**src/rtl/regalu_sequencer.sv**
```systemverilog
// regalu_sequencer: issue controller for the regfile + pipelined-ALU datapath
//
// Accepts one ALU instruction per cycle (instr_valid/instr_ready) and drives
// the regfile/alupipe pair directly:
//   clk, reset              rising-edge clock, synchronous active-high reset
//   instr_valid/ready       instruction handshake
//   instr_op/cin            ALU function (alupipe S encoding, 111 = NOP), carry-in
//   instr_ra/rb/rd          source A, source B, destination register indices
//   Aselect/Bselect         one-hot read selects for the op in its issue cycle
//   Dselect                 one-hot write select, DEPTH_WB cycles after issue
//   S, Cin                  ALU function and carry-in for the issuing op
//   busy                    some op has issued but not yet reached write-back
//   issue_count             accepted instructions, wrapping
//   stall_count             cycles with instr_valid && !instr_ready, wrapping
// There is no forwarding, so a reader of an in-flight destination is held
// off until the write-back cycle has passed.
module regalu_sequencer #(
    parameter int DEPTH_WB = 2
) (
    input  logic        clk,
    input  logic        reset,
    input  logic        instr_valid,
    output logic        instr_ready,
    input  logic [2:0]  instr_op,
    input  logic        instr_cin,
    input  logic [4:0]  instr_ra,
    input  logic [4:0]  instr_rb,
    input  logic [4:0]  instr_rd,
    output logic [31:0] Aselect,
    output logic [31:0] Bselect,
    output logic [31:0] Dselect,
    output logic [2:0]  S,
    output logic        Cin,
    output logic        busy,
    output logic [15:0] issue_count,
    output logic [15:0] stall_count
);
    localparam logic [2:0] NOP = 3'b111;

    // fv/frd[0] is the op in its issue cycle, frd[k] the op issued k cycles ago
    logic [DEPTH_WB-1:0] fv;
    logic [4:0]          frd [DEPTH_WB];
    logic [4:0]          sra, srb;
    logic [2:0]          sop;
    logic                scin;
    logic                rdy_en;
    logic                hazard;
    logic                acc;
    logic [31:0]         dsel;

    always_comb begin
        hazard = 1'b0;
        for (int i = 0; i < DEPTH_WB; i++)
            // a nonzero rd match implies the matching source is nonzero too
            if (fv[i] && frd[i] != 5'd0 && (instr_ra == frd[i] || instr_rb == frd[i]))
                hazard = 1'b1;
    end

    // NOPs read nothing, so they never wait on a hazard
    assign instr_ready = rdy_en && !reset && !(hazard && instr_op != NOP);
    assign acc         = instr_valid && instr_ready;

    always_ff @(posedge clk) begin
        if (reset) begin
            rdy_en      <= 1'b0;
            fv          <= '0;
            dsel        <= 32'd1;
            issue_count <= 16'd0;
            stall_count <= 16'd0;
        end else begin
            rdy_en      <= 1'b1;
            fv          <= {fv[DEPTH_WB-2:0], acc && instr_op != NOP};
            dsel        <= fv[DEPTH_WB-1] ? 32'd1 << frd[DEPTH_WB-1] : 32'd1;
            issue_count <= issue_count + {15'd0, acc};
            stall_count <= stall_count + {15'd0, instr_valid && !instr_ready};
        end
    end

    // payload registers need no reset: every use is gated by a valid bit
    always_ff @(posedge clk) begin
        frd[0] <= instr_rd;
        for (int i = 1; i < DEPTH_WB; i++)
            frd[i] <= frd[i-1];
        if (acc) begin
            sra  <= instr_ra;
            srb  <= instr_rb;
            sop  <= instr_op;
            scin <= instr_cin;
        end
    end

    // bubbles read and write R0 with a neutral XOR, keeping every select one-hot
    assign Aselect = fv[0] ? 32'd1 << sra : 32'd1;
    assign Bselect = fv[0] ? 32'd1 << srb : 32'd1;
    assign S       = fv[0] ? sop : 3'b000;
    assign Cin     = fv[0] && scin;
    assign Dselect = dsel;
    assign busy    = |fv;
endmodule

```
**config.mk**
```make
export PLATFORM = sky130hd
export DESIGN_NAME = regalu_sequencer
export DESIGN_NICKNAME = d
export VERILOG_FILES = /design/src/rtl/regalu_sequencer.sv
export SDC_FILE = /design/constraint.sdc
export NUM_CORES = 1
export LEC_CHECK = 0
export CORE_UTILIZATION = 46
export CTS_BUF_LIST = sky130_fd_sc_hd__clkbuf_16
export DETAILED_ROUTE_END_ITERATION = 8
export PLACE_DENSITY = 0.85
export SYNTH_ARGS = -nofsm -noshare
export SYNTH_HDL_FRONTEND = slang
export SYNTH_SLANG_ARGS = --single-unit
```
**constraint.sdc**
```tcl
create_clock -name clk -period 9.4 [get_ports clk]
set_input_delay 1.41 -clock clk [delete_from_list [all_inputs] [get_ports clk]]
set_output_delay 1.41 -clock clk [all_outputs]
set_load 0.02 [all_outputs]
```
After elaboration in Yosys (flattened, before gate mapping)

Memories as Yosys holds them, arrays and structs flattened.
Index checks and enable logic that the tools add are counted.

Register bits after elaboration: 81
Latch bits: 0
Bits in writable memories: 10
ROM bits: 0
Output and inout port bits: 134
Logic and storage cells: 47
Memories: 1

Memories:

| memory | depth | width | read ports | clocked after Yosys merged registers in | wr ports | line | source |
|---|---|---|---|---|---|---|---|
| frd    | 2     | 5     | 2          | 0                                       | 2        | 42   | `logic [4:0] frd [DEPTH_WB];` |

Add/sub/neg operators: 2
Multiply operators: 0
Div/mod/pow operators: 0
Order comparisons: 0
Equality and inequality tests: 5
Shift-type cells: 3
Mux-type cells: 6
Bitwise logic cells: 1
Reductions and logical operators: 20

Operators with widths:

| kind                   | number |
|---|---|
| $shl A1 B5 Y32 const A | 3 |
| $mux W32               | 2 |
| $add A16 B1 Y16        | 2 |
| $eq A5 B5 Y1           | 4 |
| $logic_and A1 B1 Y1    | 11 |
| $reduce_bool A5 Y1     | 2 |
| $reduce_or A2 Y1       | 2 |
| $logic_not A1 Y1       | 3 |
| $mux W1                | 3 |
| $mux W3                | 1 |
| $ne A3 B3 Y1 const B   | 1 |
| $logic_or A1 B1 Y1     | 2 |
| $not A1 Y1             | 1 |

Logic depth before layout (Yosys ltp)

Gate-level depths: netlist of run 1.

Depth in word-level cells: 11
Mapped depth: 13
Mapped depth without buffers: 12

Least setup slack after synthesis of run 1

OpenSTA, ideal clock, no wires.

Path kind: input -> register
From: in instr_rb[3]
To: reg issue_count[10]
Library setup time: 0.071 ns
Data arrival time: 4.071 ns
Path slack: 5.258 ns
Stages on the path: 12
Cells stage by stage: xor2_1 nor3_1 a22oi_1 o22ai_2 a21oi_1 ha_1 ha_1 nand2_1 nor2_1 nand3_1 or3_1 a21oi_1

Cells in the longest elaborated chain, start to end: 10
Elaborated cells between the ends (all ways): 13
Those cells by class: add/sub (1); eq/ne (2); mux (2); reduce/logical (8)

Ends and longest elaborated chain:

| what                  | line | source |
|---|---|---|
| from (decl)           | 27   | `input logic [4:0] instr_rb,` |
| $eq A5 B5 Y1          | 55   | `if (fv[i] && frd[i] != 5'd0 && (instr_ra == frd[i] \|\| instr_rb == frd[i]))` |
| $logic_or A1 B1 Y1    | 55   |  |
| $logic_and A1 B1 Y1   | 55   |  |
| $mux W1               | 55   |  |
| $mux W1 *             | 55   |  |
| $logic_and A1 B1 Y1 * | 60   | `assign instr_ready = rdy_en && !reset && !(hazard && instr_op != NOP);` |
| $logic_not A1 Y1 *    | 60   |  |
| $logic_and A1 B1 Y1 * | 60   |  |
| $logic_and A1 B1 Y1 * | 61   | `assign acc = instr_valid && instr_ready;` |
| $add A16 B1 Y16 *     | 74   | `issue_count <= issue_count + {15'd0, acc};` |
| to (signal assigned)  | 74   |  |
| to (decl)             | 35   | `output logic [15:0] issue_count,` |

Every way passes the cells marked *; elsewhere a longest branch is shown, timed or not.
A chain may end at the register's enable or synchronous reset.

Worst setup path in the final report of run 1

From: in instr_ra[4]
To: out instr_ready

Cells in the longest elaborated chain, start to end: 8
Elaborated cells between the ends (all ways): 11
Those cells by class: eq/ne (2); mux (2); reduce/logical (7)

Ends and longest elaborated chain:

| what                  | line | source |
|---|---|---|
| from (decl)           | 26   | `input logic [4:0] instr_ra,` |
| $eq A5 B5 Y1          | 55   |  |
| $logic_or A1 B1 Y1    | 55   |  |
| $logic_and A1 B1 Y1   | 55   |  |
| $mux W1               | 55   |  |
| $mux W1 *             | 55   |  |
| $logic_and A1 B1 Y1 * | 60   |  |
| $logic_not A1 Y1 *    | 60   |  |
| $logic_and A1 B1 Y1 * | 60   |  |
| to (decl)             | 23   | `output logic instr_ready,` |

Marked as above.

==> metrics.md, run 1 <==
| Metric | Value |
|---|---|
| Global-route wire length before repair | `15560 µm` |
| Post-Synth Simple-Gate Area | `0.3003` |
| GRT Overall Usage | `0.2286` |
| Die H | `92.70 µm` |
| Clock-pin slew on the worst setup and hold paths | `60 ps` |
| CP max-delay cell | `clkdlybuf4s50_1` |
| Antenna diodes | `0` |
| Drt via density | `5.093` |
| Worst skew pair latency | `330 ps` |
| Initial antenna violation count | `0` |
| Chip Width | `92.70 µm` |
| RSZ-0062 raised after global routing | `false` |
| Syn Std Cell Area | `3784 µm²` |
| Setup Fix Bufs, Post-CTS | `0` |
| Predominant post-synthesis flop cell | `dfxtp_1` |
| Setup crit end kind | `output port` |
| Synth top area cells | `dfxtp_1, nor2_1, edfxtp_1` |
| Vias in the first global route | `3311` |
| Drt total wl | `9520 µm` |
| CP cell instances | `clkdlybuf4s50_1, xor2_1, nor3_1, a22oi_1, o22ai_2, a21boi_1, clkdlybuf4s50_1` |
| Fin. Hold Viols | `0` |
| CP Class | `input pin to output port` |
| DR vias | `3433` |
| Nets | `593` |
| Rel. slew slack | `0.6234` |
| Critical Path Max Stage Delay | `660 ps` |
| Syn. warnings | `0` |
| Final instance area | `5695 µm²` |
| Mux cell area share after synthesis | `0` |
| Die footprint | `8592 µm²` |
| Max Root-Sink Buffers | `2` |
| DR iter-0 viols | `126` |
| Critical Path AT | `3460 ps` |
| DP Cell Count | `658` |
| Flops & latches, synth | `91` |
| Gpl congestion | `0.8013` |
| CTS-repair resized insts | `0` |
| PwrDens | `144.2 nW/µm²` |
| FMAX | `205.2 MHz` |
| CP most frequent cell | `clkdlybuf4s50_1` |
| Core ar. | `7848 µm²` |
| CTS tree | `done` |
| Final cell count without fillers | `674` |
| Synth Area in Compound Gates | `0.03538` |
| H-Tree Depth | `3` |
| Inserted Clock Buffers | `9` |
| Routed Antenna Nets | `0` |
| VDD IR max | `0.1344 mV` |
| Yosys top cell area share | `0.4074` |
| Sequential fraction of the synthesis area | `0.5185` |
| Leading area contributor after synthesis | `dfxtp_1` |
| DRC | `0` |
| Post-synthesis cell type count | `41` |
| Synth Area in XOR/XNOR | `0.1019` |
| Clk sinks | `91` |
| IO Port Bufs | `155` |
| Required @ worst endpoint | `7990 ps` |
| Starting Density | `0.4821` |
| Max cap viols | `0` |
| Hold Path Class | `flop to flop` |
| Pins over their slew limit | `0` |
| Area growth syn-to-layout | `50.53%` |
| Synth Area per Inst | `9.073 µm²` |
| Post-DP Area | `5380 µm²` |
| Critical Path Source Type | `input pin` |
| Max Fanout on Critical Path | `3` |
| Largest family of logic cells by synthesized area | `simple AND/OR/NAND/NOR gates` |
| Post-Syn Instances | `417` |
| Synthesized net count | `443` |
| Fin Setup TNS | `0 ps` |
| Least-Margin Pin Slew | `564.2 ps` |
| Dpl hpwl | `7296 µm` |
| Gr ovfl total | `0` |
| Final Cycle Share | `0.5185` |
| Ys async rst share | `0` |
| Share of cells above drive strength 1 | `0.04720` |
| Largest net degree at the start of global routing | `40` |
| Routed len/inst | `14.12 µm` |
| Clock root cell | `clkbuf_16` |
| Final Setup Violations | `0` |
| EDFF count, synth | `14` |
| Hold-fix buffers, CTS | `0` |
| Row count | `32` |
| Status | `complete, no violations` |
| First-pass iteration count of the detailed router | `5` |
| Tmin final | `4874 ps` |
| IO Count | `156` |
| Synth Area in Adders | `0.01323` |
| Skew final | `8.257 ps` |
| P_leak | `1.972 nW` |
==> synthesized netlist by cell type (all sizes together) (2+ instances only) <==
cell type,instances
a21oi,5
and4,2
nand3b,5
nand2,22
or2,4
xnor2,12
and3,3
ha,4
dfxtp,77
a22oi,2
nor2,113
and2,5
nor4,5
or3,8
nand3,21
nand4,5
o21ai,6
nor2b,9
edfxtp,14
buf,6
nand2b,10
nor3,21
nor3b,2
clkbuf,12
xor2,32
o41ai,2
inv,5
==> worst max-delay path: cells and delay by family <==
kind	cells	cell delay [ps]
and+or+nand+nor	1	80
buffers and inverters	2	1210
AOI/OAI and AO/OA	3	610
xor gates and xnor gates	1	160
==> area by class of cell <==
type,instances,area (µm²)
timing repair buffer,157,1567
clock buffer,11,275.3
inverter,5,18.77
sequential,91,1962
multi-input combinational,303,1705
fill,612,2152
tap,102,127.6
clock inverter,5,40.04
==> worst paths after layout <==
path | from | endpoint | slack, ps | depth (start not counted)
hold reg to reg | frd[0][4]$_DFF_P_ | frd[0][9]$_DFF_P_ | 420 | 0
setup / recovery | instr_ra[4] | instr_ready | 4530 | 7
setup reg to reg | frd[0][5]$_DFF_P_ | stall_count[8]$_SDFF_PP0_ | 6430 | 12
hold / removal | frd[0][4]$_DFF_P_ | frd[0][9]$_DFF_P_ | 420 | 0
==> layout by cell type, fill, tap and decap left out, types with 6 or more instances in the layout <==
| cell | synthesis | routed |
|---|---|---|
| nor2_1 | 113 | 113 |
| dfxtp_1 | 77 | 77 |
| clkbuf_16 | 0 | 11 |
| nand3_1 | 20 | 20 |
| inv_1 | 5 | 6 |
| xnor2_1 | 12 | 12 |
| edfxtp_1 | 14 | 14 |
| clkdlybuf4s50_1 | 0 | 155 |
| or3_1 | 8 | 8 |
| nor3_1 | 20 | 20 |
| nor2b_1 | 9 | 9 |
| xor2_1 | 32 | 32 |
| nand2_1 | 22 | 22 |
| nand2b_1 | 10 | 10 |
==> report_power, final <==
group | internal (W) | switching (W) | leakage, nW
registers | 0.000401 | 0.00000933 | 0.753
clock network | 0.000214 | 0.000149 | 0.156
logic | 0.0000230 | 0.0000247 | 1.06
total | 0.000639 | 0.000183 | 1.97
==> layer usage <==
layer	share of wire	GRT usage	vias to the layer above
met3	0.086	0.06732	18
met2	0.50	0.4080	141
met4	0.020	0.07821	0
met1	0.39	0.2593	1599
met5	0	0	-
li1	-	-	1675
==> kinds of logic (layout without fill, tap and decap cells) <==
family                   count (synthesis)  in the layout
AO/OA/AOI/OAI                           18             18
adder cells (fa/ha/maj)                  4              4
AND/OR/NAND/NOR                        237            237
XOR/XNOR                                44             44
flip-flops                              91             91
buffers and inverters                   23            178
==> flip-flops by register name, summed over array words and instances (netlist names) <==
register     flops
srb              5
Dselect         32
sra              5
stall_count     16
frd             10
sop              3
rdy_en           1
scin             1
fv               2
issue_count     16
==> stage by stage <==
| step | total power, W | hold WS [ps] | utilization | setup slack (ps) |
|---|---|---|---|---|
| finish | 0.0008214 | 420.8 | 0.7258 | 4526 |
| floorplan | 0.0004442 | 380.0 | - | 5258 |
| global placement | 0.0004648 | 410.0 | 0.6856 | 4609 |
| CTS | 0.0008283 | 414.1 | 0.7258 | 4516 |
| global route | 0.0008533 | 433.7 | 0.7258 | 4377 |
| detailed placement | 0.0004668 | 405.7 | 0.6856 | 4519 |
Power figures use the tool's default switching activity.
==> inputs of run 2 (changes only) <==
--- a/config.mk
+++ b/config.mk
@@ -5,10 +5,10 @@
 export SDC_FILE = /design/constraint.sdc
 export NUM_CORES = 1
 export LEC_CHECK = 0
-export CORE_UTILIZATION = 46
+export CORE_UTILIZATION = 43
 export CTS_BUF_LIST = sky130_fd_sc_hd__clkbuf_16
 export DETAILED_ROUTE_END_ITERATION = 8
-export PLACE_DENSITY = 0.85
+export PLACE_DENSITY = 0.8
 export SYNTH_ARGS = -nofsm -noshare
 export SYNTH_HDL_FRONTEND = slang
 export SYNTH_SLANG_ARGS = --single-unit
==> constraint.sdc (replaced) <==
create_clock -name clk -period 4.51 [get_ports clk]
set_input_delay 0.6765 -clock clk [delete_from_list [all_inputs] [get_ports clk]]
set_output_delay 0.6765 -clock clk [all_outputs]
set_load 0.02 [all_outputs]
==> metrics.md, run 2 (synthesized netlist as in run 1, its figures left out) <==
| Metric | Value |
|---|---|
| Status | `complete, no violations` |
| Tmin final | `3480 ps` |
| Routed Antenna Nets | `0` |
| Final hold slack | `407.4 ps` |
| Clk sinks | `91` |
| Largest net degree at the start of global routing | `39` |
| Inserted Clock Buffers | `9` |
| Final Cycle Share | `0.7717` |
| GRT Overall Usage | `0.2035` |
| Max cap viols | `0` |
| Setup Fix Bufs, Post-CTS | `0` |
| Final Setup Violations | `0` |
| Clock Power Share | `0.418` |
| Pins over their slew limit | `0` |
| Area growth syn-to-layout | `49.57%` |
| Most frequent cells in the layout | `clkdlybuf4s50_1, nor2_1, dfxtp_1` |
| Die footprint | `9179 µm²` |
| Antenna diodes | `0` |
| CTS-repair resized insts | `0` |
| Switching Fraction | `0.2317` |
| DP Worst Slack | `870.0 ps` |
| Int Power | `0.001261 W` |
| Comb pwr share | `0.061` |
| Clock-pin slew on the worst setup and hold paths | `60 ps` |
| DR iter-0 viols | `113` |
| Worst skew pair latency | `330 ps` |
| Starting Density | `0.4514` |
| Row count | `33` |
| Gpl congestion | `0.8225` |
| Routed len/inst | `13.79 µm` |
| Max Root-Sink Buffers | `2` |
| Psw | `0.0003803 W` |
| Clock root cell | `clkbuf_16` |
| Share of cells above drive strength 1 | `0.04720` |
| Fin. Hold Viols | `0` |
| Drt total wl | `9336 µm` |
| Die H | `95.81 µm` |
| PwrDens | `290.0 nW/µm²` |
| CTS tree | `done` |
| Chip Width | `95.81 µm` |
| Setup crit end kind | `output port` |
| Skew final | `7.102 ps` |
| Nets | `593` |
| Least-Margin Pin Slew | `561.3 ps` |
| FMAX | `287.3 MHz` |
| Gr ovfl total | `0` |
| Share of power burned in registers | `0.521` |
| H-Tree Depth | `3` |
| IO Count | `156` |
| Dpl hpwl | `7058 µm` |
| Max Fanout on Critical Path | `3` |
| Critical Path Source Type | `input pin` |
| Vias in the first global route | `3119` |
| IO Port Bufs | `155` |
| Core ar. | `8382 µm²` |
| RSZ-0062 raised after global routing | `false` |
| First-pass iteration count of the detailed router | `4` |
| Global-route wire length before repair | `14360 µm` |
| Initial antenna violation count | `0` |
| DR vias | `3431` |
| Fin Setup TNS | `0 ps` |
| Drt via density | `5.068` |
| Critical Path AT | `2800 ps` |
| Required @ worst endpoint | `3830 ps` |
| Rel. slew slack | `0.6253` |
| P_leak | `1.954 nW` |
| Hold Path Class | `flop to flop` |
| Post-route setup slack | `1030 ps` |
| Commonest non-fill, non-tap cell in the layout | `clkdlybuf4s50_1` |
| Hold-fix buffers, CTS | `0` |
| CP Class | `input pin to output port` |
| VDD IR max | `0.2065 mV` |
| Max reg flops | `32` |
| DRC | `0` |
## run 2: per-layer routing
layer,global-route usage,share of wire,up-vias,routed length (µm)
li1,-,-,1676,-
met1,0.2060,0.39,1600,3652
met2,0.3857,0.50,142,4701
met3,0.06477,0.092,13,856
met4,0.07711,0.013,0,125
met5,0,0,-,0
## run 2: worst max-delay path: stages
cell and delay, ps:
clkdlybuf4s50_1 560, xor2_1 230, nor2_1 100, a22oi_1 270, o22ai_2 160, a21boi_1 170
clkdlybuf4s50_1 650
## run 2: cell type report
cell class / count / area (µm²)
Tap cell: 105 / 131.4
Fill cell: 629 / 2723
Timing Repair Buffer: 157 / 1567
Inverter: 5 / 18.77
Multi-Input combinational cell: 303 / 1705
Clock buffer: 9 / 225.2
Clock inverter: 7 / 50.05
Sequential cell: 91 / 1962
## run 2: final timing paths
| kind | startpoint | end | slack (ps) | cells after the start |
|---|---|---|---|---|
| worst min-delay path | frd[0][1]$_DFF_P_ | frd[0][6]$_DFF_P_ | 410 | 0 |
| worst max register to register | frd[0][5]$_DFF_P_ | issue_count[10]$_SDFF_PP0_ | 1500 | 12 |
| worst max-delay path | instr_rb[1] | instr_ready | 1030 | 7 |
| worst min register to register | frd[0][1]$_DFF_P_ | frd[0][6]$_DFF_P_ | 410 | 0 |
## run 2: power groups by stage
stage          clock network [W]  registers (W)  logic (W)
2_1_floorplan                  0       0.000866  0.0000598
3_3_place_gp                   0       0.000873  0.0000970
3_5_place_dp                   0       0.000873  0.0000991
4_1_cts                 0.000699       0.000855   0.000101
5_1_grt                 0.000735       0.000858   0.000108
6_report                0.000685       0.000855   0.000100
## run 2: through the flow
stage | total power (W) | instances | cell area (µm²) | utilization
CTS | 0.001655 | 677 | 5659 | 0.6752
floorplan | 0.0009257 | 417 | 3784 | -
detailed placement | 0.0009726 | 661 | 5384 | 0.6423
finish | 0.001641 | 677 | 5659 | 0.6752
global route | 0.001701 | 677 | 5659 | 0.6752
global placement | 0.0009698 | 661 | 5384 | 0.6423
